## src/rtl/clmul16_kara_seq.sv

```systemverilog
// rtl/clmul16_kara_seq.sv - 16x16 carry-less multiply sequencer over a shared 8x8 core
//
// Computes out_y = in_a * in_b over GF(2)[x] with three Karatsuba passes
// through one external 8x8 carry-less multiplier:
//   P0 = Al*Bl, P1 = (Ah^Al)*(Bh^Bl), P2 = Ah*Bh
//   y  = P2*x^16 ^ (P0^P1^P2)*x^8 ^ P0
// The cross term is folded into the accumulator pass by pass, so no product
// has to be stored beyond the running 31-bit accumulator.
//
// Parameters:
//   MUL_LAT   pipeline stages inside the external core (0..3); each pass
//             holds its operands for MUL_LAT+1 cycles.
//
// Ports:
//   clk        clock, rising edge
//   rst        asynchronous active-high reset
//   in_valid   request operand pair valid
//   in_ready   block is idle and can accept operands
//   in_a       16-bit multiplicand, bit i = coefficient of x^i
//   in_b       16-bit multiplier
//   out_valid  result valid, held until out_ready
//   out_ready  consumer accepts result
//   out_y      31-bit carry-less product
//   mul_a      registered operand A to the 8x8 core (0 when not in a pass)
//   mul_b      registered operand B to the 8x8 core (0 when not in a pass)
//   mul_y      15-bit product from the core, MUL_LAT cycles after operands

module clmul16_kara_seq #(
  parameter int MUL_LAT = 0
) (
  input  logic        clk,
  input  logic        rst,
  input  logic        in_valid,
  output logic        in_ready,
  input  logic [15:0] in_a,
  input  logic [15:0] in_b,
  output logic        out_valid,
  input  logic        out_ready,
  output logic [30:0] out_y,
  output logic [7:0]  mul_a,
  output logic [7:0]  mul_b,
  input  logic [14:0] mul_y
);

  localparam logic [2:0] IDLE     = 3'd0;
  localparam logic [2:0] PASS_LO  = 3'd1;
  localparam logic [2:0] PASS_MID = 3'd2;
  localparam logic [2:0] PASS_HI  = 3'd3;
  localparam logic [2:0] RESP     = 3'd4;

  // Wait count loaded at the start of every pass; the pass samples mul_y
  // when the count has run down to zero.
  localparam logic [1:0] CNT_INIT = 2'(MUL_LAT);

  logic [2:0]  state;
  logic [1:0]  cnt;
  logic [15:0] op_a;
  logic [15:0] op_b;
  logic [30:0] acc;

  // Core product widened to accumulator width so the shifts below stay
  // inside 31 bits (largest term is P2<<16, top bit 30).
  logic [30:0] p_ext;
  assign p_ext = {16'd0, mul_y};

  assign in_ready = (state == IDLE);

  always_ff @(posedge clk or posedge rst) begin
    if (rst) begin
      state     <= IDLE;
      cnt       <= 2'd0;
      op_a      <= 16'd0;
      op_b      <= 16'd0;
      acc       <= 31'd0;
      out_y     <= 31'd0;
      out_valid <= 1'b0;
      mul_a     <= 8'd0;
      mul_b     <= 8'd0;
    end else begin
      case (state)
        IDLE: begin
          if (in_valid) begin
            op_a  <= in_a;
            op_b  <= in_b;
            acc   <= 31'd0;
            mul_a <= in_a[7:0];
            mul_b <= in_b[7:0];
            cnt   <= CNT_INIT;
            state <= PASS_LO;
          end
        end

        PASS_LO: begin
          if (cnt != 2'd0) begin
            cnt <= cnt - 2'd1;
          end else begin
            // P0 contributes both at x^0 and, as part of the cross term, at x^8.
            acc   <= acc ^ p_ext ^ (p_ext << 8);
            mul_a <= op_a[15:8] ^ op_a[7:0];
            mul_b <= op_b[15:8] ^ op_b[7:0];
            cnt   <= CNT_INIT;
            state <= PASS_MID;
          end
        end

        PASS_MID: begin
          if (cnt != 2'd0) begin
            cnt <= cnt - 2'd1;
          end else begin
            acc   <= acc ^ (p_ext << 8);
            mul_a <= op_a[15:8];
            mul_b <= op_b[15:8];
            cnt   <= CNT_INIT;
            state <= PASS_HI;
          end
        end

        PASS_HI: begin
          if (cnt != 2'd0) begin
            cnt <= cnt - 2'd1;
          end else begin
            // P2 closes the cross term at x^8 and lands on its own at x^16.
            // The final sum goes straight to out_y rather than through acc.
            out_y     <= acc ^ (p_ext << 8) ^ (p_ext << 16);
            out_valid <= 1'b1;
            mul_a     <= 8'd0;
            mul_b     <= 8'd0;
            cnt       <= CNT_INIT;
            state     <= RESP;
          end
        end

        RESP: begin
          if (out_ready) begin
            out_valid <= 1'b0;
            state     <= IDLE;
          end
        end

        default: begin
          state     <= IDLE;
          out_valid <= 1'b0;
          mul_a     <= 8'd0;
          mul_b     <= 8'd0;
        end
      endcase
    end
  end

endmodule

```

## config.mk

```make
export PLATFORM = sky130hd
export DESIGN_NAME = clmul16_kara_seq
export DESIGN_NICKNAME = d
export VERILOG_FILES = /design/src/rtl/clmul16_kara_seq.sv
export SDC_FILE = /design/constraint.sdc
export NUM_CORES = 1
export LEC_CHECK = 0
export ABC_AREA = 1
export CAP_MARGIN = 10
export CORE_ASPECT_RATIO = 2
export CORE_MARGIN = 4
export CORE_UTILIZATION = 38
export CTS_CLUSTER_SIZE = 12
export DETAILED_ROUTE_END_ITERATION = 10
export GPL_TIMING_DRIVEN = 1
export PLACE_DENSITY_LB_ADDON = 0.08
export SLEW_MARGIN = 10
export SYNTH_ARGS = -nofsm -noshare
export SYNTH_HDL_FRONTEND = slang
export SYNTH_SLANG_ARGS = --single-unit
```

## constraint.sdc

```tcl
create_clock -name clk -period 3 [get_ports clk]
set_clock_uncertainty 0.15 [all_clocks]
set_input_delay 0.3 -clock clk [delete_from_list [all_inputs] [get_ports clk]]
set_output_delay 0.3 -clock clk [all_outputs]
set_load 0.01 [all_outputs]
```

# [Word-level counts from Yosys, hierarchy flattened]
# Index checks and enable logic that the tools add are counted.
[word_totals] word_cells=66 out_inout_bits=49 ff_bits=116 in_bits=51
[classes] bitwise=9 eq_ne=9 n_mux=25 add_sub_neg=1 reduce_logical=13
[ops] op="two-way mux 31 bit" n=3
[ops] op="case mux 31 bit (3 select lines)" n=1
[ops] op="case mux 8 bit (5 select lines)" n=2
[ops] op="bitwise XOR 31 x 23 -> 31 bit" n=2
[ops] op="two-way mux 8 bit" n=7
[ops] op="bitwise XOR 31 x 15 -> 31 bit" n=1
[ops] op="bitwise XOR 31 bit" n=1
[ops] op="bitwise XOR 8 bit" n=2
[ops] op="two-way mux 3 bit" n=5
[ops] op="case mux 3 bit (5 select lines)" n=1
[ops] op="inequality test 2 bit, second input constant" n=5
[ops] op="AND reduction 5 bit" n=2
[ops] op="== test 3 x 2 -> 1 bit, second input constant" n=2
[ops] op="AND reduction 2 bit" n=3
[ops] op="OR reduction 3 bit" n=2
[ops] op="two-way mux 2 bit" n=2
[ops] op="case mux 2 bit (2 select lines)" n=1
[ops] op="AND reduction 4 bit" n=1
[ops] op="nonzero test 2 bit" n=2
[ops] op="== test 3 x 1 -> 1 bit, second input constant" n=1
[ops] op="== test 3 bit, second input constant" n=1
[ops] op="logical NOT 3 bit" n=1
[ops] op="NOT 1 bit" n=3
[ops] op="case mux 1 bit (3 select lines)" n=1
[ops] op="4 further kinds" n=5

# [Longest topological paths before layout]
# Gate-level depths: netlist (run 1).
[logic_depth] depth_word=4 ltp_mapped=9

# [Worst setup path after synthesis (run 1)]
# Ideal clock, no wire load.
[synth_path] path_kind="reg-to-reg" startpoint="reg state[2]" endpoint="reg acc[10]" synth_period_minus_slack_ns=1.577 arrival_ns=1.311 setup_ns=0.116 path_stages_with_launch=10 t_required_ns=2.734 setup_slack_ns=1.423 cell_sequence="dfrtp_1 -> nor2_1 -> nand2_2 -> nand2_2 -> nand2_2 -> nor2_4 -> inv_2 -> buf_6 -> nand2_1 -> nand2_1"
[synth_via] elab_chain_len=3
[synth_rtl] element="from (decl)" line="55" rtl="logic [2:0] state;"
[synth_rtl] element="from (signal assigned)" line="70" rtl="state <= IDLE;"
[synth_rtl] element="from (signal assigned)" line="89" rtl="state <= PASS_LO;"
[synth_rtl] element="from (signal assigned)" line="102" rtl="state <= PASS_MID;"
[synth_rtl] element="== test 3 x 1 -> 1 bit, or another cell as far along" line="80" rtl="case (state)"
[synth_rtl] element="inequality test 2 bit (no line) or nonzero test 3 bit (tied branches)"
[synth_rtl] element="AND reduction 4 bit (no line)"
[synth_rtl] element="to (signal assigned)" line="98" rtl="acc <= acc ^ p_ext ^ (p_ext << 8);"
[synth_rtl] element="to (signal assigned)" line="110" rtl="acc <= acc ^ (p_ext << 8);"
[synth_rtl] element="to (decl)" line="59" rtl="logic [30:0] acc;"
# Parallel ways exist; a longest one is shown, timed or not.
# A chain may end at the register's enable or synchronous reset.

# [Worst setup path in the final report (run 1)]
[layout_path] startpoint="reg state[1]" endpoint="out in_ready"
[layout_via] elab_chain_len=1
[layout_rtl] element="logical NOT 3 bit" line="66" rtl="assign in_ready = (state == IDLE);"
[layout_rtl] element="to (decl)" line="34" rtl="output logic in_ready,"
# No other way between the ends.

==> impl_results.md, run 1 <==
- Register area: 2700 sq um
- Status: completed
- Post-CTS Setup Repair Bufs: 0
- Gpl congestion: 0.841
- GR Util All Layers: 17.6%
- Layout cells sized above 1: 4.91%
- Met3 usage: 2.30%
- Switching Share: 42.4%
- Max IR drop VDD: between 0.7 and 0.8 mV
- Critical R2R Launch: state[2]
- Required time of the critical path: about 2.6 ns
- Top cell type's share of synthesized area: 49.9%
- Cells after Synth: 718
- Yosys cell types: 20
- Layer with the highest usage: met2
- Core area: 14000 sq um
- Final instance area: 6890 sq um
- Multi-input gate area: around 2300 sq um
- Rows: 61
- Dominant cell type by area after synthesis: dfrtp_1
- Fin Setup TNS: 0 ns
- Min cycle time layout: 2.62 ns
- DR WL/cell: approximately 14 um
- Cts bufs inserted: 9
- Worst-Margin Slew: around 0.9 ns
- Initial antenna violation count: 0
- Buf/Inv on CP: 3
- Fin. Hold Viols: 0
- Most area-consuming cells after synthesis: dfrtp_1 (50%), nand2_1 (19%), nand3_1 (9.3%), inv_1 (5.0%), o21ai_0 (3.0%)
- Met1 GRT Util: 20.5%
- Initial core utilization: 38.8%
- RSZ-0062 raised after global routing: no
- CTS Sinks: 108
- Post-CTS sizing: 0
- Worst hold path type: register to register
- Syn_nets: just under 800
- Fmax: approximately 380 MHz
- Die height: 177 um
- Part of the power in the clock network: 16.0%
- Area Growth Syn to Fin: 27.1%
- Pwr dens: 1040 nW/um^2
- H-Tree Depth: 3
- Clock Path Buffers: 2
- Via density: 4.72
- Max-cap violations: 0
- Crit-path cells: inv_2 > nand2_1 > inv_2 > clkdlybuf4s50_1
- Ports: 100
- M2 GR Usage: 31.7%
- IO buf count: 99
- Pin count of the biggest net entering global routing: 38
- CP max-delay cell: clkdlybuf4s50_1
- Sequential fraction of the synthesis area: 49.9%
- Placement-stage cell area: 6600 sq um
- Synth Cell Area: 5420 sq um
- CP Data Arrival Time: 2.17 ns
- Vias in the first global route: ~4700
- Final setup vio count: 0
- Fillers: 1395
- FF+latch count, synth: between 100 and 150
- TritonRoute pass-1 iters: 5
- Total routed wirelength: 13800 um
- Post-Syn Area per Cell: 7.55 sq um
- Logic pwr share: between 40% and 50%
- Crit end category: output pin
- First-iteration detailed-routing DRC count: 222
- Delay-heaviest family, CP: buffers and inverters
- Worst setup path startpoint: state[1]
- HP Start: mul_a[5]
- CTS tree: done
- Final net count: 861
- GRT overflow: 0
- Reg2Reg Depth: 9
- Sequential power share: roughly a third
- Switch Pwr: 3050 uW
- Worst skew pair latency: 0.34 ns
- Slew Limit Fails: 0
- Die Area: 16400 sq um
- Internal Pwr Total: 4140 uW
- CP dominant cell by count: inv_2
- Synthesis Warnings: 0
- Crit path depth: 4
- Critical Path Fanout Max: 19
- WHS Path Cells: 2
- Final period util: 87.3%
- Detailed-route via count: 4740
- Finished Core Util: between 40% and 50%
- Antenna Nets Post-Route: 0
- WS Path Type: register to output pin
- Final setup margin: 0.380 ns
- First-pass GRT wire length: 23000 um
- Worst-path clk slew: 0.07 ns
- Clock Tree Root: clkbuf_16
- Pre-CTS WS: roughly 0.74 ns
- Remaining DRCs: 0
- P_leak: roughly 0.0035 uW
- CP Launch Type: register
- DPL Wire Length: ~10000 um
- Hold Buf Count CTS: 0
- DIE WIDTH: 92.4 um
- ANT cells: 0
- Max-Slew Margin vs Limit: 38.2%
- Max incr delay on CP: between 0.6 and 0.7 ns
state kept, by name (all words and copies together), names as in the netlist, 2 cells and up:
register and count:
acc 23, op_a 16, cnt 2, out_y 31, op_b 16, mul_a 8
state 3, mul_b 8
path summary, 6_finish.rpt:
check / endpoint / slack (ns)
max: in_ready / 0.38
min: mul_a[5] / 0.32
max reg2reg: acc[15] / 0.78
min reg2reg: mul_a[5] / 0.32
max in group asynchronous: op_b[10] / 1.73
min in group asynchronous: out_y[4] / 0.34
area by class of cell:
cell class / count / area share (%)
Clock buffer: 11 / 3.53
Sequential cell: 108 / 39.3
Inverter: 76 / 4.20
Multi-Input combinational cell: 504 / 32.7
Timing Repair Buffer: 111 / 16.2
Tap cell: 189 / 3.43
Clock inverter: 5 / 0.654
cell families after synthesis:
group	Yosys count	synth area share, %
compound gates	60	5.70
xor+xnor	23	3.72
buf+inv	106	8.59
flops	108	49.9
simple gates	421	32.1
metal layers:
metal	part of all wire, %	wire length (um)
met5	0	0
met4	3.4	470
met3	4.0	552
met2	52	7200
met1	40	5530
synthesized netlist by cell type:
cell type,count
a21oi_1,16
a31oi_1,7
buf_2,15
buf_4,3
buf_6,5
clkbuf_1,7
dfrtp_1,108
inv_1,72
inv_2,4
nand2_1,268
nand2_2,4
nand3_1,101
nand3b_1,1
nor2_1,43
nor2_2,2
nor2_4,2
o21ai_0,33
o21ai_1,4
xnor2_1,16
xor2_1,7
power by group through the flow:
stage               logic, uW  clock network (uW)  registers (uW)
global placement         3490                   0            2530
CTS                      3570                1200            2530
global route             4020                1240            2610
finish                   3510                1150            2530
detailed placement       3560                   0            2550
floorplan                2310                   0            2590
per-stage QoR:
step | hold slack, ns | total power [uW] | cells
after floorplan | 0.260 | 4900 | 718
after global placement | 0.308 | 6020 | 988
after detailed placement | 0.309 | 6110 | 988
after CTS | 0.327 | 7300 | 1004
after global routing | 0.350 | 7870 | 1004
final | 0.320 | 7180 | 1004
cell usage in the layout (no fill, tap or decap):
cell             count
inv_8                1
inv_2                4
a21oi_1             16
buf_12               3
clkinv_4             3
o21ai_0             33
o21ai_1              4
nor2_4               2
nand2_1            268
clkbuf_1             1
dfrtp_1            108
nand3b_1             1
nor2_1              43
xnor2_1             16
nor2_2               2
nand3_1            101
nand2_2              4
buf_4                9
inv_1               71
a31oi_1              7
xor2_1               7
clkinvlp_4           2
clkbuf_16            9
clkdlybuf4s50_1     99
clkbuf_8             1
worst register-to-register path: cells and delay by family, from the launching register on:
kind | cells | cell delay (ns)
buffers and inverters | 3 | 0.69
flip-flops | 1 | 0.45
AND/OR/NAND/NOR | 6 | 0.84
Note: power is estimated with default switching activity, not from simulation.
==> run 2, diff against run 1 <==
ABC_AREA = default   (was 1)
==> impl_results.md, run 2 <==
- Top flop regs: out_y (31), acc (23)
- First-pass GRT wire length: 21200 um
- Clock Tree Root: clkbuf_16
- Crit end category: output pin
- Fin Setup TNS: 0 ns
- Critical Path Fanout Max: 31
- Remaining DRCs: 0
- Fillers: between 1000 and 1500
- Min cycle time layout: 2.46 ns
- Logic pwr share: 46.9%
- Slew Limit Fails: 0
- Pin count of the biggest net entering global routing: 109
- Area Growth Syn to Fin: 27.7%
- Post-CTS Setup Repair Bufs: 0
- Post-CTS sizing: 0
- Required time of the critical path: 2.55 ns
- Total routed wirelength: around 13000 um
- DIE WIDTH: 91.0 um
- Post-Syn Area per Cell: 10.5 sq um
- Async SR Flop Fraction: 100%
- Dominant cell type by area after synthesis: dfrtp_1
- H-Tree Depth: 3
- First-iteration detailed-routing DRC count: 136
- Initial core utilization: 38.7%
- Core area: 13500 sq um
- Final setup vio count: 0
- P_leak: around 0.0027 uW
- Syn_nets: 550
- Leading cell type in the layout, fill and taps excluded: dfrtp_1
- Gpl congestion: 0.802
- Hold slack: between 0.3 and 0.4 ns
- Fin. Hold Viols: 0
- Top cell type's share of synthesized area: 51.7%
- Via density: 5.41
- Most frequent cells in the layout: dfrtp_1 (107), clkdlybuf4s50_1 (99), o21ai_0 (72), mux2_2 (48), nand2_1 (47)
- R2r setup slk: 0.65 ns
- Cts bufs inserted: 9
- DR WL/cell: around 18 um
- Number of flops mapped to enable cells by yosys: 0
- Pwr dens: between 1000 and 1500 nW/um^2
- Final period util: approximately four fifths
- TritonRoute pass-1 iters: 4
- Max-Slew Margin vs Limit: about three fifths
- GRT overflow: 0
- Most frequent cell after synthesis: dfrtp_1
- Sequential power share: a little under two fifths
- ANT cells: 0
- Max reg flops: 31
- Cells after Synth: between 400 and 500
- Switch Pwr: ~2700 uW
- Vias in the first global route: approximately 4200
- CP Data Arrival Time: 2.01 ns
- Hold Buf Count CTS: 0
- Worst hold path type: input pin to asynchronous set/reset pin
- Initial antenna violation count: 0
- Switching Share: 37.6%
- Die Area: 15800 sq um
- Largest Register: out_y
- Most area-consuming cells after synthesis: dfrtp_1 (52%), mux2_2 (10%), o21ai_0 (6.9%), nand2_1 (3.4%), a21oi_1 (3.3%)
- Worst-Margin Slew: 0.602 ns
- Synthesis Warnings: 0
- Critical R2R Launch: state[0]
- Commonest cells post-synth: dfrtp_1 (108), o21ai_0 (72), mux2_2 (48)
- RR Endpoint: mul_a[3]
- Fmax: 407 MHz
- CTS Sinks: between 100 and 150
- Clock Path Buffers: 2
- Ports: 100
- Worst-path clk slew: approximately 0.070 ns
- RSZ-0062 raised after global routing: no
- GR Util All Layers: between 10% and 20%
- Part of the power in the clock network: 15.8%
- Reg2Reg Depth: 5
- Die height: 174 um
- WS Path Type: register to output pin
- Final net count: 642
- Worst skew pair latency: 0.34 ns
- Detailed-route via count: between 4000 and 5000
- CTS tree: done
- Max-cap violations: 0
- Antenna Nets Post-Route: 0
- IO buf count: 99
- Yosys cell types: 43
- Internal Pwr Total: between 4000 and 5000 uW
- FF+latch count, synth: ~110
- Status: completed
- Pwr Total: 7190 uW
- Dominant synthesized flop cell: dfrtp_1
- Max IR drop VDD: 0.546 mV
- Synth Cell Area: 5230 sq um
- Sequential fraction of the synthesis area: 51.7%
- CP Launch Type: register
- Rows: 60
- Layout cells sized above 1: between 10% and 20%
- DPL Wire Length: 9430 um
==> run 2: cell families (layout without fill, tap and decap cells) <==
family | count (synthesis) | count (layout) | synth area share [%]
flops | 108 | 108 | 51.7
compound gates | 145 | 145 | 16.0
buf+inv | 39 | 136 | 3.13
xor+xnor | 23 | 23 | 3.85
simple gates | 136 | 136 | 15.0
mux | 48 | 48 | 10.3
==> run 2: power by group through the flow <==
stage / clock network, uW / registers (uW) / logic (uW)
final: 1130 / 2690 / 3370
after global routing: 1230 / 2790 / 3720
after detailed placement: 0 / 2720 / 3430
after global placement: 0 / 2690 / 3340
after floorplan: 0 / 2650 / 2130
after CTS: 1170 / 2700 / 3430
==> run 2: worst max path at each step <==
| stage | slack, ns | endpoint | start | depth (start not counted) |
|---|---|---|---|---|
| global route | 0.41 | in_ready | state[0] | 3 |
| detailed placement | 0.63 | acc[8] | in_valid | 5 |
| global placement | 0.67 | acc[9] | in_valid | 5 |
| finish | 0.54 | in_ready | state[0] | 3 |
| floorplan | 0.90 | acc[8] | state[0] | 5 |
| CTS | 0.49 | in_ready | state[0] | 3 |
==> run 2: metal layers <==
layer  vias to the layer above  part of all wire, %  routed length [um]  track usage, %
li1                       1946                    -                   -               -
met2                        90                   56                7420            32.2
met3                        16                  3.7                 483            2.60
met4                         0                  2.2                 291            6.99
met1                      2012                   38                4980            18.1
met5                         -                    0                   0               0
==> run 2: cell type report <==
type	instances	area [sq um]	share of cell area, %
clock buffers	12	246	3.69
clock inverters	4	32.5	0.487
inverters	11	45.0	0.675
multi-input cells	352	2360	35.4
flip-flops and latches	108	2700	40.5
well taps	155	194	2.90
repair buffers	109	1090	16.3
==> run 2: critical path, stage by stage, from the launching register on <==
cell             delay [ns]
dfrtp_2                0.59
buf_4                  0.30
nor3_1                 0.19
clkdlybuf4s50_1        0.58
==> run 2: per-stage QoR <==
step | area [sq um] | worst slack [ns] | std cells | util [%]
global route | 6680 | 0.411 | 751 | 49.4
detailed placement | 6400 | 0.634 | 735 | 47.3
floorplan | 5230 | 0.905 | 499 | -
CTS | 6680 | 0.487 | 751 | 49.4
finish | 6680 | 0.544 | 751 | 49.4
global placement | 6400 | 0.666 | 735 | 47.3
